File: config.mk
export PLATFORM = sky130hd
export DESIGN_NAME = text_console
export DESIGN_NICKNAME = d
export VERILOG_FILES = /design/src/rtl/text_console.sv
export SDC_FILE = /design/constraint.sdc
export NUM_CORES = 1
export LEC_CHECK = 0
export CORE_UTILIZATION = 65
export CTS_BUF_LIST = sky130_fd_sc_hd__clkbuf_2 sky130_fd_sc_hd__clkbuf_4 sky130_fd_sc_hd__clkbuf_8
export DETAILED_ROUTE_END_ITERATION = 12
export PLACE_DENSITY = 0.95
export RECOVER_POWER = 25
export SLEW_MARGIN = 10
export SYNTH_ARGS = -nofsm -noshare
export SYNTH_HDL_FRONTEND = slang
export SYNTH_SLANG_ARGS = --single-unit
File: constraint.sdc
create_clock -name clk -period 6.17 [get_ports clk]
set_input_delay 1.5425 -clock clk [delete_from_list [all_inputs] [get_ports clk]]
set_output_delay 1.5425 -clock clk [all_outputs]
set_load 0.02 [all_outputs]
File: src/rtl/text_console.sv
// Character-stream writer: cursor tracking plus single-cell and fill writes into the text framebuffer.
// Optional TEXT_CONSOLE_RESET_CLEAR_EN: clear the whole screen automatically when reset is released.
module text_console #(
    parameter int          COLS      = 98,
    parameter int          ROWS      = 35,
    parameter logic [7:0]  FILL_CHAR = 8'h20
) (
    input  logic        clk,
    input  logic        rst,
    input  logic [7:0]  char_data,
    input  logic        char_valid,
    output logic        char_ready,
    output logic [7:0]  framebuffer_data,
    output logic [11:0] framebuffer_addr,
    output logic        framebuffer_write_enable,
    output logic [6:0]  cursor_col,
    output logic [5:0]  cursor_row,
    output logic        busy
);

    localparam logic [12:0] CELLS    = 13'(COLS * ROWS);
    localparam logic [12:0] STRIDE   = 13'(COLS);
    localparam logic [11:0] STRIDE12 = 12'(COLS);
    localparam logic [6:0]  LAST_COL = 7'(COLS - 1);
    localparam logic [5:0]  LAST_ROW = 6'(ROWS - 1);

    typedef enum logic [1:0] {IDLE, LINE, SCREEN} state_t;

    state_t      state_q, state_d;
    logic [6:0]  col_q, col_d;
    logic [5:0]  row_q, row_d;
    logic [11:0] base_q, base_d;
    logic [12:0] fill_q, fill_d;
    logic        we_q, we_d;
    logic [11:0] addr_q, addr_d;
    logic [7:0]  data_q, data_d;
    logic        do_lf;

    always_comb begin
        state_d = state_q;
        col_d   = col_q;
        row_d   = row_q;
        base_d  = base_q;
        fill_d  = fill_q;
        we_d    = 1'b0;
        addr_d  = addr_q;
        data_d  = data_q;
        do_lf   = 1'b0;
        case (state_q)
            IDLE: begin
                if (char_valid) begin
                    case (char_data)
                        8'h0D: col_d = '0;
                        8'h0A: do_lf = 1'b1;
                        8'h08: begin
                            if (col_q != '0) begin
                                col_d  = col_q - 7'd1;
                                we_d   = 1'b1;
                                addr_d = base_q + 12'(col_q) - 12'd1;
                                data_d = FILL_CHAR;
                            end
                        end
                        8'h0C: begin
                            // Cell 0 is written on the acceptance edge; the SCREEN state continues from cell 1.
                            col_d   = '0;
                            row_d   = '0;
                            base_d  = '0;
                            we_d    = 1'b1;
                            addr_d  = '0;
                            data_d  = FILL_CHAR;
                            fill_d  = 13'd1;
                            state_d = SCREEN;
                        end
                        default: begin
                            we_d   = 1'b1;
                            addr_d = base_q + 12'(col_q);
                            data_d = char_data;
                            if (col_q == LAST_COL) do_lf = 1'b1;
                            else                   col_d = col_q + 7'd1;
                        end
                    endcase
                    if (do_lf) begin
                        col_d = '0;
                        if (row_q == LAST_ROW) begin
                            row_d  = '0;
                            base_d = '0;
                        end else begin
                            row_d  = row_q + 6'd1;
                            base_d = base_q + STRIDE12;
                        end
                        fill_d  = {1'b0, base_d};
                        state_d = LINE;
                    end
                end
            end
            LINE: begin
                if (fill_q == {1'b0, base_q} + STRIDE) begin
                    state_d = IDLE;
                end else begin
                    we_d   = 1'b1;
                    addr_d = fill_q[11:0];
                    data_d = FILL_CHAR;
                    fill_d = fill_q + 13'd1;
                end
            end
            SCREEN: begin
                if (fill_q == CELLS) begin
                    state_d = IDLE;
                end else begin
                    we_d   = 1'b1;
                    addr_d = fill_q[11:0];
                    data_d = FILL_CHAR;
                    fill_d = fill_q + 13'd1;
                end
            end
            default: state_d = IDLE;
        endcase
    end

    always_ff @(posedge clk or negedge rst) begin
        if (!rst) begin
`ifdef TEXT_CONSOLE_RESET_CLEAR_EN
            state_q <= SCREEN;
`else
            state_q <= IDLE;
`endif
            col_q  <= '0;
            row_q  <= '0;
            base_q <= '0;
            fill_q <= '0;
            we_q   <= 1'b0;
            addr_q <= '0;
            data_q <= '0;
        end else begin
            state_q <= state_d;
            col_q   <= col_d;
            row_q   <= row_d;
            base_q  <= base_d;
            fill_q  <= fill_d;
            we_q    <= we_d;
            addr_q  <= addr_d;
            data_q  <= data_d;
        end
    end

    assign char_ready               = (state_q == IDLE);
    assign busy                     = ~char_ready;
    assign framebuffer_write_enable = we_q;
    assign framebuffer_addr         = addr_q;
    assign framebuffer_data         = data_q;
    assign cursor_col               = col_q;
    assign cursor_row               = row_q;

endmodule

==> summary.txt, run 1 <==
Drt
  • DR vias: 4777
  • Drt pass-1 iters: 6
  • Vias/cell: 6.98
  • Drt wl/cell: 20.7 microns
  • 1st-iter DRT viols: 576
  • Final WL: 14200 microns
  • ANT nets after route: 0
  • # DRC: 0

Finish
  • Post-route insts no fill: 684
  • Layout Area Growth over Synthesis: 13.4%
  • Layout cells sized above 1: 6.34%
  • Fin nets: 614
  • Fill cells: 530
  • Core Util, Final: 76.3%

Power and ir drop
  • Power Total: 0.00239 W
  • Pwr Density: 434 mW/mm^2
  • Leakage power: 2.37 nW
  • Peak VDD IR: 0.000365 V

CTS
  • Clock Path Buffers: 2
  • CTS Hold Bufs: 0
  • H-Tree Depth: 3
  • Worst skew pair latency: 0.35 ns
  • Clock Tree Root: clkbuf_8
  • Post-cts sizing count: 0
  • Post-CTS Setup Inserts: 0
  • CTS tree: built
  • Clock slew at reported path FFs: 0.08 ns
  • # clock sinks: 61
  • Cts bufs inserted: 9

GRT
  • Vias in the first global route: 4484
  • Initial antenna violation count: 1
  • Gr usage total: 38.6%
  • Total gr overflow: 0
  • Largest net degree at the start of global routing: 62
  • First-pass GRT wire length: 22800 microns

Synth
  • Ys async rst share: 100%
  • Netlist cell types: 74
  • Ys Warns: 0
  • Syn_nets: 589
  • Synthesized area: 0.00485 sq mm
  • Post-synthesis adder-cell area fraction: 6.50%
  • Post-Synth XOR/XNOR Area: 6.27%
  • Largest family of logic cells by synthesized area: compound AO/OA/AOI/OAI gates
  • Compound-cell area share of the yosys netlist: 25.6%
  • Syn_area_per_cell: 8.76 sq um
  • Synth Flop Type: dfrtp_1
  • Seq/Total Area, Yosys: 31.5%
  • Synth Instances: 554
  • Synth Register Bits: 61
  • Simple-Gate Fraction of Synth Area: 19.8%
  • Mux cell area share after synthesis: 5.52%
  • Number of synthesized flops with an enable pin: 0

Worst setup path
  • Reg2Reg Setup Slack: 1.86 ns
  • Critical Path Fanout Max: 20
  • Kind of critical path: primary input to register
  • Critical Path RT: 6.39 ns
  • Startpoint Class: primary input
  • Critical path endpoint category: register
  • Worst Path Arrival: 5.18 ns

Placed design
  • Dpl hpwl: 10200 microns
  • RD Place Congestion: 0.986
  • Port bufs: 46
  • Setup WS pre-CTS: 0.905 ns
  • Post-Place Cells: 667

Floorplan
  • I/O pins: 47
  • Die footprint: 0.00781 sq mm
  • Overall die height: 88.4 microns
  • Initial Utilization: 67.2%
  • CORE AREA: 0.00721 sq mm
  • Num rows: 31
  • Die X: 88.4 microns

Flow run
  • Number of max-cap violations: 1

Timing
  • Min Tclk post-route: 4.96 ns
  • RSZ-0062 raised after global routing: false
  • Max Fclk: 202 MHz
  • Final setup vio count: 0
  • Measured slew at the worst slew-check pin: 3.36 ns
  • Post-route setup slack: 1.21 ns
  • Slew HR: -124%
  • Final hold viol count: 0
  • Period utilisation layout: 80.4%
  • Final Max Slew Viols: 62
  • Setup TNS: 0 ns
  • Final clock skew: 0.0161 ns

Status
  • Status: finished with violations
  • Violated checks: capacitance limit, slew limit

Min path
  • Worst Hold Class: register to register
==> final timing paths <==
check                               startpoint                   end  depth (start not counted)
max in group asynchronous                  rst            base_q[11]                          2
min in group asynchronous                  rst         cursor_col[4]                          2
min reg2reg                framebuffer_data[7]   framebuffer_data[7]                          1
max                               char_data[5]  framebuffer_addr[10]                          9
min                        framebuffer_data[7]   framebuffer_data[7]                          1
max reg2reg                          base_q[1]  framebuffer_addr[10]                          8
==> layout make-up <==
class                   instances  area (sq um)  share of cell area, %
diodes                          1          2.50                 0.0455
clock buffers                   9           124                   2.25
clock inverters                 7          73.8                   1.34
inverters                      21          78.8                   1.43
multi-input cells             436          3090                   56.2
flip-flops and latches         61          1530                   27.7
well taps                      99           124                   2.25
repair buffers                 50           482                   8.76
==> cell families after synthesis <==
| group | Yosys count |
|---|---|
| and+or+nand+nor | 183 |
| AOI/OAI and AO/OA | 175 |
| DFF | 61 |
| buffers and inverters | 57 |
| xor gates and xnor gates | 30 |
| muxes | 24 |
| adders and majority gates | 24 |
==> flip-flops by register name, summed over array words and instances, names as in the netlist <==
register,flops
cursor_row,6
state_q,2
base_q,12
framebuffer_write_enable,1
fill_q,13
cursor_col,7
framebuffer_addr,12
framebuffer_data,8
==> critical path, cell delays in order <==
cell and delay [ns]:
clkdlybuf4s50_1 0.43, nor4_1 0.51, nand2_1 0.22, or4_1 0.64, inv_2 0.30, and3_1 0.22, o21ai_0 0.16, nand2b_1 0.76
mux2_1 0.40
==> placed cells by master (no fill, tap or decap), types with 10 or more instances in the layout <==
master	count
mux2_1	16
clkdlybuf4s50_1	45
a211oi_1	11
ha_1	22
nor2_1	31
dfrtp_1	61
inv_1	20
o21ai_0	32
o31ai_1	12
and3_1	11
nor3_1	17
nand4_1	10
a21oi_1	31
nand2_1	46
nand3_1	13
xnor2_1	19
==> metrics by stage <==
| step | area [sq um] | hold WS (ns) |
|---|---|---|
| floorplan | 4850 | 0.526 |
| global placement | 5310 | 0.473 |
| detailed placement | 5310 | 0.480 |
| CTS | 5500 | 0.498 |
| global route | 5500 | 0.527 |
| finish | 5500 | 0.493 |
==> cell usage after synthesis, types with 6 or more instances <==
master	number	area [sq um]
dfrtp_1	61	1530
a2bb2oi_1	7	61.3
xor2_1	8	70.1
nand2_1	46	173
nand3_1	13	65.1
ha_1	22	275
mux2_1	16	180
o31ai_1	12	90.1
o21ai_0	32	160
and3_1	11	68.8
nand4_1	10	62.6
inv_1	20	75.1
nor2b_1	6	37.5
a211oi_1	11	82.6
a21o_1	9	67.6
xnor2_1	19	166
clkbuf_1	28	105
mux2_2	6	67.6
nor4_1	9	56.3
a21oi_1	31	155
a31oi_1	6	37.5
nand2b_1	8	50.1
nor2_1	31	116
a22o_1	7	61.3
nor3_1	17	85.1
==> power by group <==
group / switching, W / internal, W
logic: 0.000759 / 0.000569
registers: 0.000167 / 0.000524
clock network: 0.000180 / 0.000188
==> per-layer routing <==
metal | wire (microns) | share of wire (%) | vias up | global-route usage [%]
met4 | 642 | 4.5 | 0 | 19.5
li1 | - | - | 2120 | -
met1 | 5490 | 39 | 2242 | 50.5
met2 | 6660 | 47 | 351 | 62.0
met3 | 1400 | 9.9 | 64 | 6.44
met5 | 0 | 0 | - | 0
Note: power is estimated with default switching activity, not from simulation.
==> inputs of run 2 (changes only) <==
--- a/config.mk
+++ b/config.mk
@@ -5,10 +5,10 @@
 export SDC_FILE = /design/constraint.sdc
 export NUM_CORES = 1
 export LEC_CHECK = 0
-export CORE_UTILIZATION = 65
+export CORE_UTILIZATION = 54
 export CTS_BUF_LIST = sky130_fd_sc_hd__clkbuf_2 sky130_fd_sc_hd__clkbuf_4 sky130_fd_sc_hd__clkbuf_8
 export DETAILED_ROUTE_END_ITERATION = 12
-export PLACE_DENSITY = 0.95
+export PLACE_DENSITY = 0.87
 export RECOVER_POWER = 25
 export SLEW_MARGIN = 10
 export SYNTH_ARGS = -nofsm -noshare
==> constraint.sdc (replaced) <==
create_clock -name clk -period 4.2 [get_ports clk]
set_input_delay 1.05 -clock clk [delete_from_list [all_inputs] [get_ports clk]]
set_output_delay 1.05 -clock clk [all_outputs]
set_load 0.02 [all_outputs]
==> summary.txt, run 2 (same netlist as run 1, synthesis figures left out) <==
Worst setup path
  • Reg2reg end: framebuffer_addr[10] (unchanged)
  • RR Startpoint: base_q[0] (was base_q[1])
  • CP Capture Point: cursor_col[6] (was framebuffer_addr[10])
  • Kind of critical path: primary input to register (unchanged)
  • Startpoint Class: primary input (unchanged)
  • Critical Path Fanout Max: 7 (was 20)
  • Critical Path RT: 4.43 ns (was 6.39 ns)
  • Worst Path Arrival: 4.13 ns (was 5.18 ns)
  • Reg2Reg Setup Slack: 0.67 ns (was 1.86 ns)
  • R2R cell count: 9 (was 8)
  • Setup crit start: char_data[5] (unchanged)
  • Critical path endpoint category: register (unchanged)

Finish
  • Register area: 0.00153 sq mm (unchanged)
  • Post-route insts no fill: 703 (was 684)
  • Layout Area Growth over Synthesis: 16.0% (was 13.4%)
  • Fill cells: 727 (was 530)
  • Layout cells sized above 1: 8.07% (was 6.34%)
  • Largest reg by FF count: fill_q (unchanged)
  • Commonest cells after routing, fill and taps aside: dfrtp_1, nand2_1, clkdlybuf4s50_1 (unchanged)
  • Multi-input gate area: 0.00310 sq mm (was 0.00309 sq mm)
  • Largest register FFs: 13 (unchanged)
  • Fin nets: 625 (was 614)
  • Core Util, Final: 64.5% (was 76.3%)
  • Most common cell after layout, fill and taps aside: dfrtp_1 (unchanged)
  • Antenna cells: 0 (was 1)

Placed design
  • Dpl hpwl: 10300 microns (was 10200 microns)
  • Post-Place Cells: 687 (was 667)
  • Port bufs: 46 (unchanged)
  • RD Place Congestion: 0.996 (was 0.986)

CTS
  • Clock slew at reported path FFs: 0.07 ns (was 0.08 ns)
  • CTS tree: built (unchanged)
  • Worst skew pair latency: 0.35 ns (about the same)
  • Clock Path Buffers: 2 (unchanged)
  • Cts bufs inserted: 9 (unchanged)
  • Clock Tree Root: clkbuf_8 (unchanged)
  • H-Tree Depth: 3 (unchanged)
  • # clock sinks: 61 (unchanged)

GRT
  • Vias in the first global route: 4600 (was 4484)
  • Gr usage total: 30.1% (was 38.6%)
  • Initial antenna violation count: 0 (was 1)
  • Total gr overflow: 0 (unchanged)
  • Largest net degree at the start of global routing: 45 (was 62)
  • First-pass GRT wire length: 22800 microns (about the same)

Drt
  • ANT nets after route: 0 (unchanged)
  • 1st-iter DRT viols: 332 (was 576)
  • # DRC: 0 (unchanged)
  • DR vias: 4716 (was 4777)
  • Drt pass-1 iters: 5 (was 6)
  • Vias/cell: 6.71 (was 6.98)
  • Drt wl/cell: 20.0 microns (was 20.7 microns)
  • Final WL: 14000 microns (was 14200 microns)

Floorplan
  • Overall die height: 96.8 microns (was 88.4 microns)
  • CORE AREA: 0.00872 sq mm (was 0.00721 sq mm)
  • Die X: 96.8 microns (was 88.4 microns)
  • Num rows: 34 (was 31)
  • I/O pins: 47 (unchanged)
  • Die footprint: 0.00937 sq mm (was 0.00781 sq mm)
  • Initial Utilization: 55.6% (was 67.2%)

Timing
  • Final clock skew: 0.0110 ns (was 0.0161 ns)
  • Final setup vio count: 0 (unchanged)
  • Period utilisation layout: 92.9%
  • Setup TNS: 0 ns (unchanged)
  • Measured slew at the worst slew-check pin: 1.95 ns (was 3.36 ns)
  • Final hold viol count: 0 (unchanged)
  • Max Fclk: 256 MHz
  • RSZ-0062 raised after global routing: false (unchanged)
  • Min Tclk post-route: 3.90 ns
  • Slew HR: -30.3% (was -124%)
  • Final Max Slew Viols: 36 (was 62)

Status
  • Status: finished with violations (unchanged)
  • Violated checks: capacitance limit, slew limit (unchanged)

Power and ir drop
  • Pwr Density: 635 mW/mm^2 (was 434 mW/mm^2)
  • Leakage power: 2.44 nW (was 2.37 nW)
  • Peak VDD IR: 0.000430 V (was 0.000365 V)

Flow run
  • Number of max-cap violations: 1 (unchanged)

Min path
  • Worst Hold Class: register to register (unchanged)
run 2: cell count changes in the layout (fill, tap and decap cells not counted), sizes merged:
cell | previous run | this run
diode | 1 | 0
clkbuf | 10 | 14
bufinv | 1 | 2
clkinv | 4 | 2
clkinvlp | 1 | 0
inv | 22 | 21
buf | 4 | 14
run 2: how the worst min path moves through the flow:
stage | to | cells past startpoint | startpoint | slack (ns)
3_3_place_gp | framebuffer_addr[6] | 1 | framebuffer_addr[6] | 0.47
2_1_floorplan | base_q[0] | 1 | base_q[0] | 0.53
3_5_place_dp | framebuffer_addr[8] | 1 | framebuffer_addr[8] | 0.48
5_1_grt | framebuffer_addr[10] | 1 | framebuffer_addr[10] | 0.51
6_report | framebuffer_addr[10] | 1 | framebuffer_addr[10] | 0.50
4_1_cts | framebuffer_addr[10] | 1 | framebuffer_addr[10] | 0.50
run 2: layout make-up:
cell class                 count  share of cell area (%)
clock buffer                  12                    2.82
clock inverter                 4                    1.24
inverter                      21                    1.40
multi-input combinational    436                    55.0
sequential                    61                    27.1
tap                          108                    2.40
timing repair buffer          61                    10.0
run 2: layer usage:
| metal | GRT usage (%) | vias up | part of all wire [%] | wire length, microns |
|---|---|---|---|---|
| met2 | 50.3 | 241 | 49 | 6920 |
| met3 | 4.77 | 36 | 7.5 | 1050 |
| met1 | 38.7 | 2299 | 41 | 5690 |
| li1 | - | 2140 | - | - |
| met4 | 12.9 | 0 | 2.6 | 371 |
| met5 | 0 | - | 0 | 0 |
run 2: per-stage QoR:
| stage | hold slack (ns) | area [sq um] | power, W | worst slack, ns |
|---|---|---|---|---|
| 2_1_floorplan | 0.526 | 4850 | 0.00227 | 0.619 |
| 3_3_place_gp | 0.473 | 5400 | 0.00285 | 0.0533 |
| 3_5_place_dp | 0.485 | 5400 | 0.00293 | -0.145 |
| 4_1_cts | 0.504 | 5630 | 0.00354 | 0.180 |
| 5_1_grt | 0.512 | 5630 | 0.00377 | 0.0479 |
| 6_report | 0.499 | 5630 | 0.00357 | 0.298 |
run 2: critical path: stages:
cell	delay, ns
clkdlybuf4s50_1	0.43
nor4_2	0.42
nand2_1	0.19
or4_1	0.48
inv_2	0.17
ha_1	0.29
a21o_1	0.20
a21oi_1	0.23
o21bai_1	0.11
a21oi_1	0.19
xnor2_1	0.15
nand3b_1	0.13
o21ai_0	0.08
run 2: repair_timing:
item | in CTS | in global routing
buffers inserted | 0 | 0
hold buffers | 0 | 0
endpoints found under the hold margin | 0 | 0
resized for setup | 0 | 1
endpoints found under the setup margin | 0 | 1
run 2: where the power goes:
| group | internal (W) | switching (W) |
|---|---|---|
| combinational | 0.000861 | 0.00108 |
| clock | 0.000371 | 0.000245 |
| sequential | 0.000770 | 0.000245 |
| total | 0.00200 | 0.00157 |
